## src/rtl/qam_slicer.sv

```systemverilog
`default_nettype none
// ============================================================================
// Module   : qam_slicer
// Brief    : 16-QAM symbol slicer. Integrates 2^SPS_LOG2 demodulator samples
//            per axis, decides Gray-coded 2-bit levels, buffers 4-bit symbols.
// Revision : 1.0 - initial release
// ============================================================================
module qam_slicer #(
    parameter int                 SPS_LOG2   = 3,
    parameter logic signed [17:0] THRESH     = 18'sd8192,
    parameter int                 FIFO_DEPTH = 4
) (
    input  logic               axi_clk,
    input  logic               axi_rst,
    input  logic               demult_valid,
    input  logic signed [17:0] demult_i,
    input  logic signed [17:0] demult_q,
    input  logic               sym_align,
    output logic               dout_valid,
    output logic [3:0]         dout,
    input  logic               dout_ready,
    output logic               overflow
);

    localparam int c_acc_w = 18 + SPS_LOG2;
    localparam int c_cnt_w = (SPS_LOG2 > 0) ? SPS_LOG2 : 1;
    localparam int c_ptr_w = $clog2(FIFO_DEPTH);
    localparam logic [c_cnt_w-1:0] c_cnt_max = c_cnt_w'((1 << SPS_LOG2) - 1);
    localparam logic [c_ptr_w:0]   c_full    = FIFO_DEPTH[c_ptr_w:0];

    logic [c_cnt_w-1:0]        r_count;
    logic                      r_align_pend;
    logic signed [c_acc_w-1:0] r_acc_i;
    logic signed [c_acc_w-1:0] r_acc_q;

    logic [c_cnt_w-1:0]        w_cnt_eff;
    logic                      w_first;
    logic                      w_last;
    logic signed [c_acc_w-1:0] w_i_ext;
    logic signed [c_acc_w-1:0] w_q_ext;
    logic signed [c_acc_w-1:0] w_i_tot;
    logic signed [c_acc_w-1:0] w_q_tot;
    logic signed [c_acc_w-1:0] w_i_shift;
    logic signed [c_acc_w-1:0] w_q_shift;
    logic signed [17:0]        w_i_avg;
    logic signed [17:0]        w_q_avg;
    logic [3:0]                w_sym;
    logic                      w_push;

    // Gray mapping of one averaged axis onto the four amplitude levels
    function automatic logic [1:0] slice_axis(input logic signed [17:0] a);
        if (a >= THRESH)
            slice_axis = 2'b10;
        else if (a >= 18'sd0)
            slice_axis = 2'b11;
        else if (a >= -THRESH)
            slice_axis = 2'b01;
        else
            slice_axis = 2'b00;
    endfunction

    // An alignment pulse (now or pending) restarts the symbol at this sample
    assign w_cnt_eff = (sym_align || r_align_pend) ? '0 : r_count;
    assign w_first   = (w_cnt_eff == '0);
    assign w_last    = (w_cnt_eff == c_cnt_max);

    assign w_i_ext   = demult_i;
    assign w_q_ext   = demult_q;
    assign w_i_tot   = w_first ? w_i_ext : (r_acc_i + w_i_ext);
    assign w_q_tot   = w_first ? w_q_ext : (r_acc_q + w_q_ext);
    assign w_i_shift = w_i_tot >>> SPS_LOG2;
    assign w_q_shift = w_q_tot >>> SPS_LOG2;
    assign w_i_avg   = w_i_shift[17:0];
    assign w_q_avg   = w_q_shift[17:0];
    assign w_sym     = {slice_axis(w_i_avg), slice_axis(w_q_avg)};
    assign w_push    = demult_valid && w_last;

    always_ff @(posedge axi_clk or posedge axi_rst) begin
        if (axi_rst) begin
            r_count      <= '0;
            r_align_pend <= 1'b0;
            r_acc_i      <= '0;
            r_acc_q      <= '0;
        end else begin
            if (demult_valid) begin
                r_count      <= w_last ? '0 : (w_cnt_eff + 1'b1);
                r_align_pend <= 1'b0;
                r_acc_i      <= w_i_tot;
                r_acc_q      <= w_q_tot;
            end else if (sym_align) begin
                r_align_pend <= 1'b1;
            end
        end
    end

    // Output symbol FIFO
    logic [3:0]       r_mem [FIFO_DEPTH];
    logic [c_ptr_w-1:0] r_wr_ptr;
    logic [c_ptr_w-1:0] r_rd_ptr;
    logic [c_ptr_w:0]   r_occ;
    logic               r_overflow;

    logic w_empty;
    logic w_full;
    logic w_pop;
    logic w_wr;

    assign w_empty = (r_occ == '0);
    assign w_full  = (r_occ == c_full);
    assign w_pop   = !w_empty && dout_ready;
    // A full FIFO still accepts a push when the head leaves in the same cycle
    assign w_wr    = w_push && (!w_full || w_pop);

    always_ff @(posedge axi_clk) begin
        if (w_wr)
            r_mem[r_wr_ptr] <= w_sym;
    end

    always_ff @(posedge axi_clk or posedge axi_rst) begin
        if (axi_rst) begin
            r_wr_ptr   <= '0;
            r_rd_ptr   <= '0;
            r_occ      <= '0;
            r_overflow <= 1'b0;
        end else begin
            if (w_wr)
                r_wr_ptr <= r_wr_ptr + 1'b1;
            if (w_pop)
                r_rd_ptr <= r_rd_ptr + 1'b1;
            case ({w_wr, w_pop})
                2'b10:   r_occ <= r_occ + 1'b1;
                2'b01:   r_occ <= r_occ - 1'b1;
                default: r_occ <= r_occ;
            endcase
            if (w_push && !w_wr)
                r_overflow <= 1'b1;
        end
    end

    assign dout_valid = !w_empty;
    assign dout       = w_empty ? 4'b0000 : r_mem[r_rd_ptr];
    assign overflow   = r_overflow;

endmodule
`default_nettype wire

```

## config.mk

```make
export PLATFORM = sky130hd
export DESIGN_NAME = qam_slicer
export DESIGN_NICKNAME = d
export VERILOG_FILES = /design/src/rtl/qam_slicer.sv
export SDC_FILE = /design/constraint.sdc
export NUM_CORES = 1
export LEC_CHECK = 0
export ABC_AREA = 0
export CAP_MARGIN = 20
export CORE_ASPECT_RATIO = 0.7
export CORE_UTILIZATION = 60
export CTS_CLUSTER_DIAMETER = 40
export DETAILED_ROUTE_END_ITERATION = 6
export GPL_ROUTABILITY_DRIVEN = 0
export GPL_TIMING_DRIVEN = 0
export PLACE_DENSITY = 0.81
export SYNTH_ARGS = -nofsm -noshare
export SYNTH_HDL_FRONTEND = slang
export SYNTH_SLANG_ARGS = --single-unit
```

## constraint.sdc

```tcl
create_clock -name axi_clk -period 6.35 [get_ports axi_clk]
set_clock_uncertainty 0.15 [all_clocks]
set_input_delay 0.9525 -clock axi_clk [delete_from_list [all_inputs] [get_ports axi_clk]]
set_output_delay 0.9525 -clock axi_clk [all_outputs]
set_load 0.005 [all_outputs]
```

==> reports/results.ini, run 1 <==
[clock_network]
cts_made_buffers=9
cts_setup_buffers=0
cts_tree=yes
clock-sinks=70
cts.clk_slew.worst_paths_ns=0.05
cts-htree-levels=3
cts_hold_buffers=0
clkLatencyLatePin_ns=0.35
postCtsResizedCells=0
cts-root-buf=clkbuf_16
clockBufferDepth=2

[place]
port_buffers=44
post-dp-hpwl_mm=10.4

[routing]
detail-route-antenna-nets=0
routed_wl_mm=14.1
drtIter0Drc=448
vias_per_cell=6.20
wire_per_inst_um=17.7
drc_errors=0
route.vias.total=4968
first_pass_iters=5

[power]
peakVddDrop_v=0.000204
p_per_area_mw_per_mm2=352
p_leak_uw=0.00264

[timing]
worstMarginPinSlew_ns=0.785
finalCritPeriodShare_pct=68.0
timing_hold_violations_final=0
tns_ns=0
setup_violations=0
slew_viol_final=0
max_freq_ghz=0.232
period_minus_slack_ns=4.32
relSlewSlack_pct=47.6
rsz0062_at_grt=no

[global_routing]
grt_start_max_net_pins=35
grt_pass1_vias=4689
use_met3_pct=6.57
gr-total-overflow=0
grtUsageMet1_pct=42.4
grtUsageMet2_pct=52.3
grt_pass1_wl_mm=22.7
grt_util_all_layers_pct=32.1
antenna_found_initial=0
busiest_layer=met2

[yosys]
ys.flop_type=dfrtp_1
ys_ff_latch=70
syn_inst=620
syn_area_per_cell_um2=8.66
synth-edff-count=16
yosysUniqueCellTypes=69
syn_area_mm2=0.00537
ys_top_cells_by_area=dfrtp_1 25%, ha_1 11%, edfxtp_1 8.9%
synth_top_cell_by_area=dfrtp_1
syn_nets=711
async_flop_share_pct=77.1
yosysTopAreaCellShare_pct=25.2
seq_area_frac_synth_pct=34.1
yosysWarningCount=0

[worst_setup_path]
crit_path_max_incr_delay_ns=0.49
crit_chain=clkdlybuf4s50_1 -> ha_1 -> inv_1 -> fa_1 -> nand2b_1 -> a21o_1 -> a31oi_2 -> a21oi_1 -> a211oi_2 -> mux2i_1 -> xor2_1 -> a211oi_1 -> a22o_1
crit_path_start_kind=input port
worst-path-max-fanout=4
critPathKind=input port to register
reg2reg_to=r_mem[3][0]
ff2ff_path_depth=12
required_ns=6.27
r2r-start=r_acc_q[0]
worstSetupEndpointType=register
ff2ff_setup_slack_ns=2.80
crit_slowest_cell=clkdlybuf4s50_1
cp_data_arrival_time_ns=4.24

[status]
run_status=finished, final reports clean

[hold_path]
hold_path.class=register to register
hold_depth=1
whs_endpoint=overflow
min_from=overflow

[floorplan]
die_y_um=81.1
rows=28
die_width_um=115
die-area_mm2=0.00934
ios=47
initial_utilization_pct=62.8
design.core.area_mm2=0.00855

[layout]
num_antenna_cells=0
multi_input_area_mm2=0.00333
seq_area_mm2=0.00183
drive_gt1_share_pct=7.20
area_growth_pct=17.0
nFillCells=672
num-nets-final=767
utilization_pct=73.5

[job]
max_cap_violations=0

==> stage by stage <==
| stage | setup slack [ns] | total power [uW] | area, um2 | hold slack [ns] | instances |
|---|---|---|---|---|---|
| after floorplan | 2.66 | 1400 | 5370 | 0.305 | 620 |
| after CTS | 2.08 | 2190 | 6280 | 0.346 | 801 |
| final | 2.03 | 2210 | 6280 | 0.342 | 801 |
| after global placement | 1.82 | 1620 | 5960 | 0.317 | 784 |
| after detailed placement | 1.74 | 1670 | 5980 | 0.327 | 785 |
| after global routing | 1.86 | 2350 | 6280 | 0.358 | 801 |
==> synthesized netlist by cell type, types with 7 or more instances <==
| library cell | instances |
|---|---|
| inv_1 | 22 |
| nand3_1 | 10 |
| and2_1 | 12 |
| a21o_1 | 12 |
| nor3_1 | 10 |
| dfrtp_1 | 54 |
| a31oi_1 | 11 |
| o211ai_1 | 10 |
| a21oi_1 | 77 |
| and3_1 | 7 |
| xor2_1 | 15 |
| o21ai_0 | 27 |
| clkbuf_1 | 28 |
| xnor2_1 | 20 |
| nor2_1 | 83 |
| ha_1 | 47 |
| nand2_1 | 52 |
| o21a_1 | 7 |
| edfxtp_1 | 16 |
==> worst max path at each step <==
stage / slack, ns / startpoint / end
after floorplan: 2.66 / demult_q[0] / r_mem[0][0]
after CTS: 2.08 / demult_q[0] / r_mem[3][0]
after global routing: 1.86 / demult_q[0] / r_mem[1][0]
after global placement: 1.82 / demult_q[0] / r_mem[1][0]
after detailed placement: 1.74 / demult_q[0] / r_mem[1][0]
final: 2.03 / demult_q[0] / r_mem[3][0]
==> area by class of cell <==
| cell class | count | share of cell area, % |
|---|---|---|
| plain buffers | 31 | 1.89 |
| clock buffers | 9 | 3.59 |
| clock inverters | 7 | 1.20 |
| inverters | 23 | 1.37 |
| multi-input cells | 496 | 53.1 |
| flip-flops and latches | 70 | 29.2 |
| well taps | 120 | 2.39 |
| repair buffers | 45 | 7.33 |
==> routing by layer <==
metal  routed length (um)  share of wire (%)  vias up
met5                    0                  0        -
met4                  323                2.3        0
met3                 1120                7.9       33
met2                 6510                 46      221
met1                 6200                 44     2368
li1                     -                  -     2346
==> critical path, delay by kind of cell <==
family	cells	cell delay [ns]
AOI/OAI and AO/OA	6	1.43
adders and majority gates	2	0.57
buffers and inverters	2	0.55
xor gates and xnor gates	1	0.30
muxes	1	0.25
and+or+nand+nor	1	0.17
==> flip-flops by register name, indices dropped and copies added (netlist names) <==
name,flops
overflow,1
r_acc_i,21
r_acc_q,21
r_align_pend,1
r_count,3
r_mem,16
r_occ,3
r_rd_ptr,2
r_wr_ptr,2
==> placed cells by master, fill, tap and decap left out, types with 3 or more instances in the layout <==
| master | count |
|---|---|
| a211oi_1 | 6 |
| a21boi_0 | 3 |
| a21o_1 | 12 |
| a21oi_1 | 77 |
| a31o_2 | 3 |
| a31oi_1 | 11 |
| and2_1 | 12 |
| and3_1 | 7 |
| clkbuf_1 | 28 |
| clkbuf_16 | 9 |
| clkdlybuf4s50_1 | 44 |
| clkinvlp_4 | 3 |
| dfrtp_1 | 54 |
| edfxtp_1 | 16 |
| fa_1 | 3 |
| ha_1 | 47 |
| inv_1 | 21 |
| mux2_2 | 6 |
| mux2i_1 | 4 |
| mux4_2 | 4 |
| nand2_1 | 52 |
| nand2b_1 | 6 |
| nand3_1 | 10 |
| nand4_1 | 6 |
| nor2_1 | 83 |
| nor2b_1 | 3 |
| nor3_1 | 10 |
| o2111a_1 | 3 |
| o211ai_1 | 10 |
| o21a_1 | 7 |
| o21ai_0 | 27 |
| o31ai_1 | 4 |
| or2_2 | 3 |
| or3_1 | 3 |
| xnor2_1 | 20 |
| xor2_1 | 15 |
==> cell families (layout without fill, tap and decap cells) <==
logic type               Yosys count  after routing  share of synthesized area (%)
flip-flops                        70             70                           34.1
XOR/XNOR                          35             35                           5.71
adder cells (fa/ha/maj)           50             50                           12.1
multiplexers                      15             15                           3.94
buffers and inverters             54            115                           3.82
AO/OA/AOI/OAI                    188            188                           22.3
AND/OR/NAND/NOR                  208            208                           18.1
==> report_power, final <==
part	internal (uW)	total, uW	switching, uW
clock network	304	507	203
logic	473	1080	607
registers	558	622	64.5
Power figures use the tool's default switching activity.
==> run 2, diff against run 1 <==
--- a/config.mk
+++ b/config.mk
@@ -8,12 +8,12 @@
 export ABC_AREA = 0
 export CAP_MARGIN = 20
 export CORE_ASPECT_RATIO = 0.7
-export CORE_UTILIZATION = 60
+export CORE_UTILIZATION = 59
 export CTS_CLUSTER_DIAMETER = 40
 export DETAILED_ROUTE_END_ITERATION = 6
 export GPL_ROUTABILITY_DRIVEN = 0
 export GPL_TIMING_DRIVEN = 0
-export PLACE_DENSITY = 0.81
+export PLACE_DENSITY = 0.8
 export SYNTH_ARGS = -nofsm -noshare
 export SYNTH_HDL_FRONTEND = slang
 export SYNTH_SLANG_ARGS = --single-unit
==> constraint.sdc (replaced) <==
create_clock -name axi_clk -period 4.1 [get_ports axi_clk]
set_clock_uncertainty 0.15 [all_clocks]
set_input_delay 0.615 -clock axi_clk [delete_from_list [all_inputs] [get_ports axi_clk]]
set_output_delay 0.615 -clock axi_clk [all_outputs]
set_load 0.005 [all_outputs]
==> run 2 against run 1 <==
Flip-flop and latch count is the same. Via count grew 0.52%. Sequential share of layout area shrank 0.087 points. Die area grew 1.7%. Largest power group unchanged. Register-to-register slack lost 2.2 ns. Final area grew 0.30%. Sequential power grew 55%. Power grew 55%. Critical path depth is the same. Hold slack gained 0.0037 ns. Core utilization shrank 0.68 points.
==> reports/results.ini, run 2 (synthesis gave the netlist of run 1 again) <==
[status]
run_status=finished, final reports clean

[clock_network]
cts_hold_buffers=0
cts-htree-levels=3
cts.clk_slew.worst_paths_ns=0.06
clkLatencyLatePin_ns=0.34
cts-root-buf=clkbuf_16
cts_tree=yes
cts_made_buffers=9
cts_setup_buffers=0
clock-sinks=70
clockBufferDepth=2
postCtsResizedCells=0

[worst_setup_path]
critPathKind=input port to register
worstSetupEndpointType=register
ff2ff_path_depth=12
crit_path_start_kind=input port
path_depth=13
crit_path_max_incr_delay_ns=0.49
worst-path-max-fanout=4
cp_data_arrival_time_ns=3.81
r2r-start=r_acc_q[0]
crit_buf_inv=2
crit_slowest_cell=clkdlybuf4s50_1
required_ns=4.03
crit_chain=clkdlybuf4s50_1 -> ha_1 -> inv_1 -> fa_1 -> nand2b_1 -> a21o_1 -> a31oi_4 -> a21oi_2 -> a211oi_2 -> mux2i_1 -> xor2_2 -> a211oi_1 -> a22o_1
reg2reg_to=r_mem[2][0]
cp_top_family=compound AO/OA/AOI/OAI gates
ff2ff_setup_slack_ns=0.62

[power]
p_per_area_mw_per_mm2=544
peakVddDrop_v=0.000317
p_leak_uw=0.00264
p_total_uw=3430

[routing]
vias_per_cell=6.23
drc_errors=0
detail-route-antenna-nets=0
drtIter0Drc=484
routed_wl_mm=13.9
first_pass_iters=5
route.vias.total=4994
wire_per_inst_um=17.3

[timing]
rsz0062_at_grt=no
slew_viol_final=0
worstMarginPinSlew_ns=0.783
tns_ns=0
relSlewSlack_pct=47.8
setup_violations=0
holdWs_ns=0.345
finalCritPeriodShare_pct=94.7
timing_hold_violations_final=0
max_freq_ghz=0.257
period_minus_slack_ns=3.88

[place]
port_buffers=44
post-dp-hpwl_mm=10.2
place_inst=785

[floorplan]
initial_utilization_pct=62.0
die-area_mm2=0.00949
die_width_um=116
rows=28
die_y_um=81.8
design.core.area_mm2=0.00865
ios=47

[layout]
area_growth_pct=17.3
utilization_pct=72.8
drive_gt1_share_pct=7.49
post_layout_nonfiller_instances=801
layout_common_cells=83 x nor2_1, 76 x a21oi_1, 54 x dfrtp_1
num_antenna_cells=0
num-nets-final=767
layout_commonest_cell=nor2_1
top_regs=r_acc_i x21, r_acc_q x21, r_mem x16
nFillCells=655

[global_routing]
grt_start_max_net_pins=34
antenna_found_initial=0
gr-total-overflow=0
grt_pass1_vias=4611
grt_pass1_wl_mm=22.4
grt_util_all_layers_pct=31.4

[job]
max_cap_violations=0

[hold_path]
min_from=r_acc_i[8]
hold_path.class=register to register
whs_endpoint=r_acc_i[8]
hold_depth=1

run 2: cell count changes in the layout (fill, tap and decap cells not counted), sizes merged:
cell / before / now
clkinv: 3 / 1
clkinvlp: 3 / 4
inv: 23 / 24
run 2: final cells by class:
cell class                 instances  area [um2]  share of cell area, %
sequential                        70        1830                   29.1
inverter                          23        86.3                   1.37
timing repair buffer              45         460                   7.31
buffer                            31         119                   1.89
clock inverter                     7        73.8                   1.17
multi-input combinational        496        3350                   53.2
tap                              120         150                   2.38
clock buffer                       9         225                   3.58
run 2: per-layer routing:
layer | global-route usage (%) | vias to the layer above | wire [um] | share of wire (%)
li1 | - | 2350 | - | -
met1 | 41.7 | 2387 | 6140 | 44
met2 | 51.7 | 226 | 6410 | 46
met3 | 6.57 | 31 | 1080 | 7.8
met4 | 10.4 | 0 | 246 | 1.8
met5 | 0 | - | 0 | 0
run 2: report_power, final:
group	switching, uW	internal (uW)
sequential	100	864
clock	319	471
combinational	935	736
run 2: how the worst max path moves through the flow:
stage | slack (ns) | to | start
2_1_floorplan | 0.75 | r_mem[0][0] | demult_q[0]
3_3_place_gp | -0.12 | r_mem[1][0] | demult_q[0]
3_5_place_dp | -0.18 | r_mem[1][0] | demult_q[0]
4_1_cts | 0.11 | r_mem[3][0] | demult_q[0]
5_1_grt | 0.07 | r_mem[3][2] | demult_i[13]
6_report | 0.22 | r_mem[2][0] | demult_q[0]
run 2: stage by stage:
| stage | cell area [um2] | setup WS [ns] |
|---|---|---|
| global route | 6300 | 0.0734 |
| detailed placement | 5980 | -0.179 |
| CTS | 6280 | 0.106 |
| finish | 6300 | 0.216 |
| global placement | 5960 | -0.117 |
| floorplan | 5370 | 0.750 |
==> run 3, diff against run 2 <==
--- a/config.mk
+++ b/config.mk
@@ -8,12 +8,13 @@
 export ABC_AREA = 0
 export CAP_MARGIN = 20
 export CORE_ASPECT_RATIO = 0.7
-export CORE_UTILIZATION = 59
+export CORE_UTILIZATION = 60
+export CTS_BUF_LIST = sky130_fd_sc_hd__clkbuf_8
 export CTS_CLUSTER_DIAMETER = 40
 export DETAILED_ROUTE_END_ITERATION = 6
 export GPL_ROUTABILITY_DRIVEN = 0
 export GPL_TIMING_DRIVEN = 0
-export PLACE_DENSITY = 0.8
+export PLACE_DENSITY = 0.81
 export SYNTH_ARGS = -nofsm -noshare
 export SYNTH_HDL_FRONTEND = slang
 export SYNTH_SLANG_ARGS = --single-unit
==> run 3 against run 2 <==
Fmax is 0.88% lower. Die area is 1.6% lower. Combinational power hardly changed. Sequential share of layout area is 0.52 points higher. Cell count stayed put. Critical path depth stayed put. Flip-flop and latch count stayed put. Wire length is 0.30% lower. First-iteration DRC count is 19% lower. Largest power group unchanged.
==> reports/results.ini, run 3 (synthesis gave the netlist of run 1 again) <==
[status]
run_status=finished, final reports clean

[clock_network]
clkLatencyLatePin_ns=0.36
cts.clk_slew.worst_paths_ns=0.07
clockBufferDepth=2
cts-root-buf=clkbuf_8
cts_hold_buffers=0
clock-sinks=70
cts-htree-levels=3
cts_made_buffers=9
cts_tree=yes

[timing]
setup_violations=0
rsz0062_at_grt=no
slew_viol_final=0
timing_hold_violations_final=0
worstMarginPinSlew_ns=0.767
period_minus_slack_ns=3.92
holdWs_ns=0.344
max_freq_ghz=0.255
relSlewSlack_pct=48.9
finalCritPeriodShare_pct=95.6

[power]
peakVddDrop_v=0.000333
power.share.clock_pct=17.6
p_comb_share_pct=52.3
p_total_uw=3190
p_sw_share_pct=41.2
p_int_uw=1880
p_per_area_mw_per_mm2=516
p_switching_uw=1320
seqPwrFrac_pct=30.1
p_leak_uw=0.00259

[hold_path]
hold_path.class=register to register
whs_endpoint=overflow
min_from=overflow
hold_depth=1

[place]
placement.cell_area_mm2=0.00598
port_buffers=44
post-dp-hpwl_mm=10.4

[worst_setup_path]
worstSetupEndpointType=register
ff2ff_path_depth=12
reg2reg_to=r_mem[3][0]
crit_chain=clkdlybuf4s50_1 -> ha_1 -> inv_1 -> fa_1 -> nand2b_1 -> a21o_1 -> a31oi_4 -> a21oi_1 -> a211oi_2 -> mux2i_1 -> xor2_1 -> a211oi_1 -> a22o_1
crit_path_start_kind=input port
worst-path-max-fanout=4
critPathKind=input port to register
ff2ff_setup_slack_ns=0.59
crit_slowest_cell=clkdlybuf4s50_1
required_ns=4.04
r2r-start=r_acc_q[0]
crit_path_max_incr_delay_ns=0.49
cp_data_arrival_time_ns=3.86

[global_routing]
grt_pass1_wl_mm=22.3
grt_start_max_net_pins=35
grt_util_all_layers_pct=31.4
antenna_found_initial=0
gr-total-overflow=0
grt_pass1_vias=4690

[routing]
vias_per_cell=6.17
detail-route-antenna-nets=0
first_pass_iters=6
drc_errors=0
wire_per_inst_um=17.3
route.vias.total=4940
routed_wl_mm=13.8
drtIter0Drc=391

[layout]
layout_common_cells=83 x nor2_1, 77 x a21oi_1, 54 x dfrtp_1
drive_gt1_share_pct=7.20
layout_commonest_cell=nor2_1
top_regs=r_acc_i x21, r_acc_q x21, r_mem x16
area_growth_pct=15.2
final_cell_area_mm2=0.00619
num-nets-final=767
num_antenna_cells=0

[floorplan]
rows=28
die-area_mm2=0.00934
die_y_um=81.1
design.core.area_mm2=0.00855
die_width_um=115
initial_utilization_pct=62.8
ios=47

[job]
max_cap_violations=0

-- run 3: cell count changes in the layout (fill, tap and decap cells not counted) --
cell,previous run,this run
clkbuf_16,9,0
xor2_2,1,0
clkbuf_8,0,9
clkinvlp_4,4,3
inv_6,1,0
xor2_1,14,15
a21oi_1,76,77
a21oi_2,1,0
clkinv_4,0,2
-- run 3: layer usage --
layer | wire length (um) | global-route usage (%) | share of wire [%]
met1 | 6230 | 41.9 | 45
met2 | 6280 | 50.7 | 45
met3 | 1050 | 6.12 | 7.6
met4 | 278 | 12.5 | 2.0
met5 | 0 | 0 | 0
-- run 3: timing repair --
| action | in CTS | in global routing |
|---|---|---|
| setup buffers | 0 | 0 |
| setup endpoints to repair | 0 | 4 |
| gates resized for setup | 0 | 1 |
-- run 3: power by group through the flow --
stage	Combinational, uW	Clock (uW)	Sequential (uW)
after floorplan	1230	0	945
after global placement	1540	0	964
after detailed placement	1620	0	974
after CTS	1630	571	959
after global routing	1840	599	975
final	1670	564	961
-- run 3: layout make-up --
type	instances	area, um2
plain buffers	31	119
clock buffers	9	124
clock inverters	7	75.1
fillers	687	2360
inverters	23	86.3
multi-input cells	496	3340
flip-flops and latches	70	1830
well taps	120	150
repair buffers	45	460
-- run 3: through the flow --
step | setup TNS [ns] | setup WS (ns) | instances | util (%)
global placement | -0.362 | -0.0905 | 784 | 69.7
global route | 0 | 0.0240 | 801 | 72.4
CTS | 0 | 0.195 | 801 | 72.3
finish | 0 | 0.182 | 801 | 72.4
floorplan | 0 | 0.750 | 620 | -
detailed placement | -0.689 | -0.172 | 785 | 70.0
-- run 3: how the worst max path moves through the flow --
stage / to / start / slack (ns) / cells after the start
floorplan: r_mem[0][0] / demult_q[0] / 0.75 / 12
global placement: r_mem[1][0] / demult_q[0] / -0.09 / 13
detailed placement: r_mem[1][0] / demult_q[0] / -0.17 / 13
CTS: r_mem[3][0] / demult_q[0] / 0.20 / 13
global route: r_mem[1][0] / demult_q[0] / 0.02 / 13
finish: r_mem[3][0] / demult_q[0] / 0.18 / 13
-- run 3: worst max-delay path, delay by kind of cell --
family | cells | cell delay, ns
AOI/OAI and AO/OA | 6 | 1.39
xor gates and xnor gates | 1 | 0.30
adders and majority gates | 2 | 0.57
buffers and inverters | 2 | 0.55
muxes | 1 | 0.26
and+or+nand+nor | 1 | 0.17
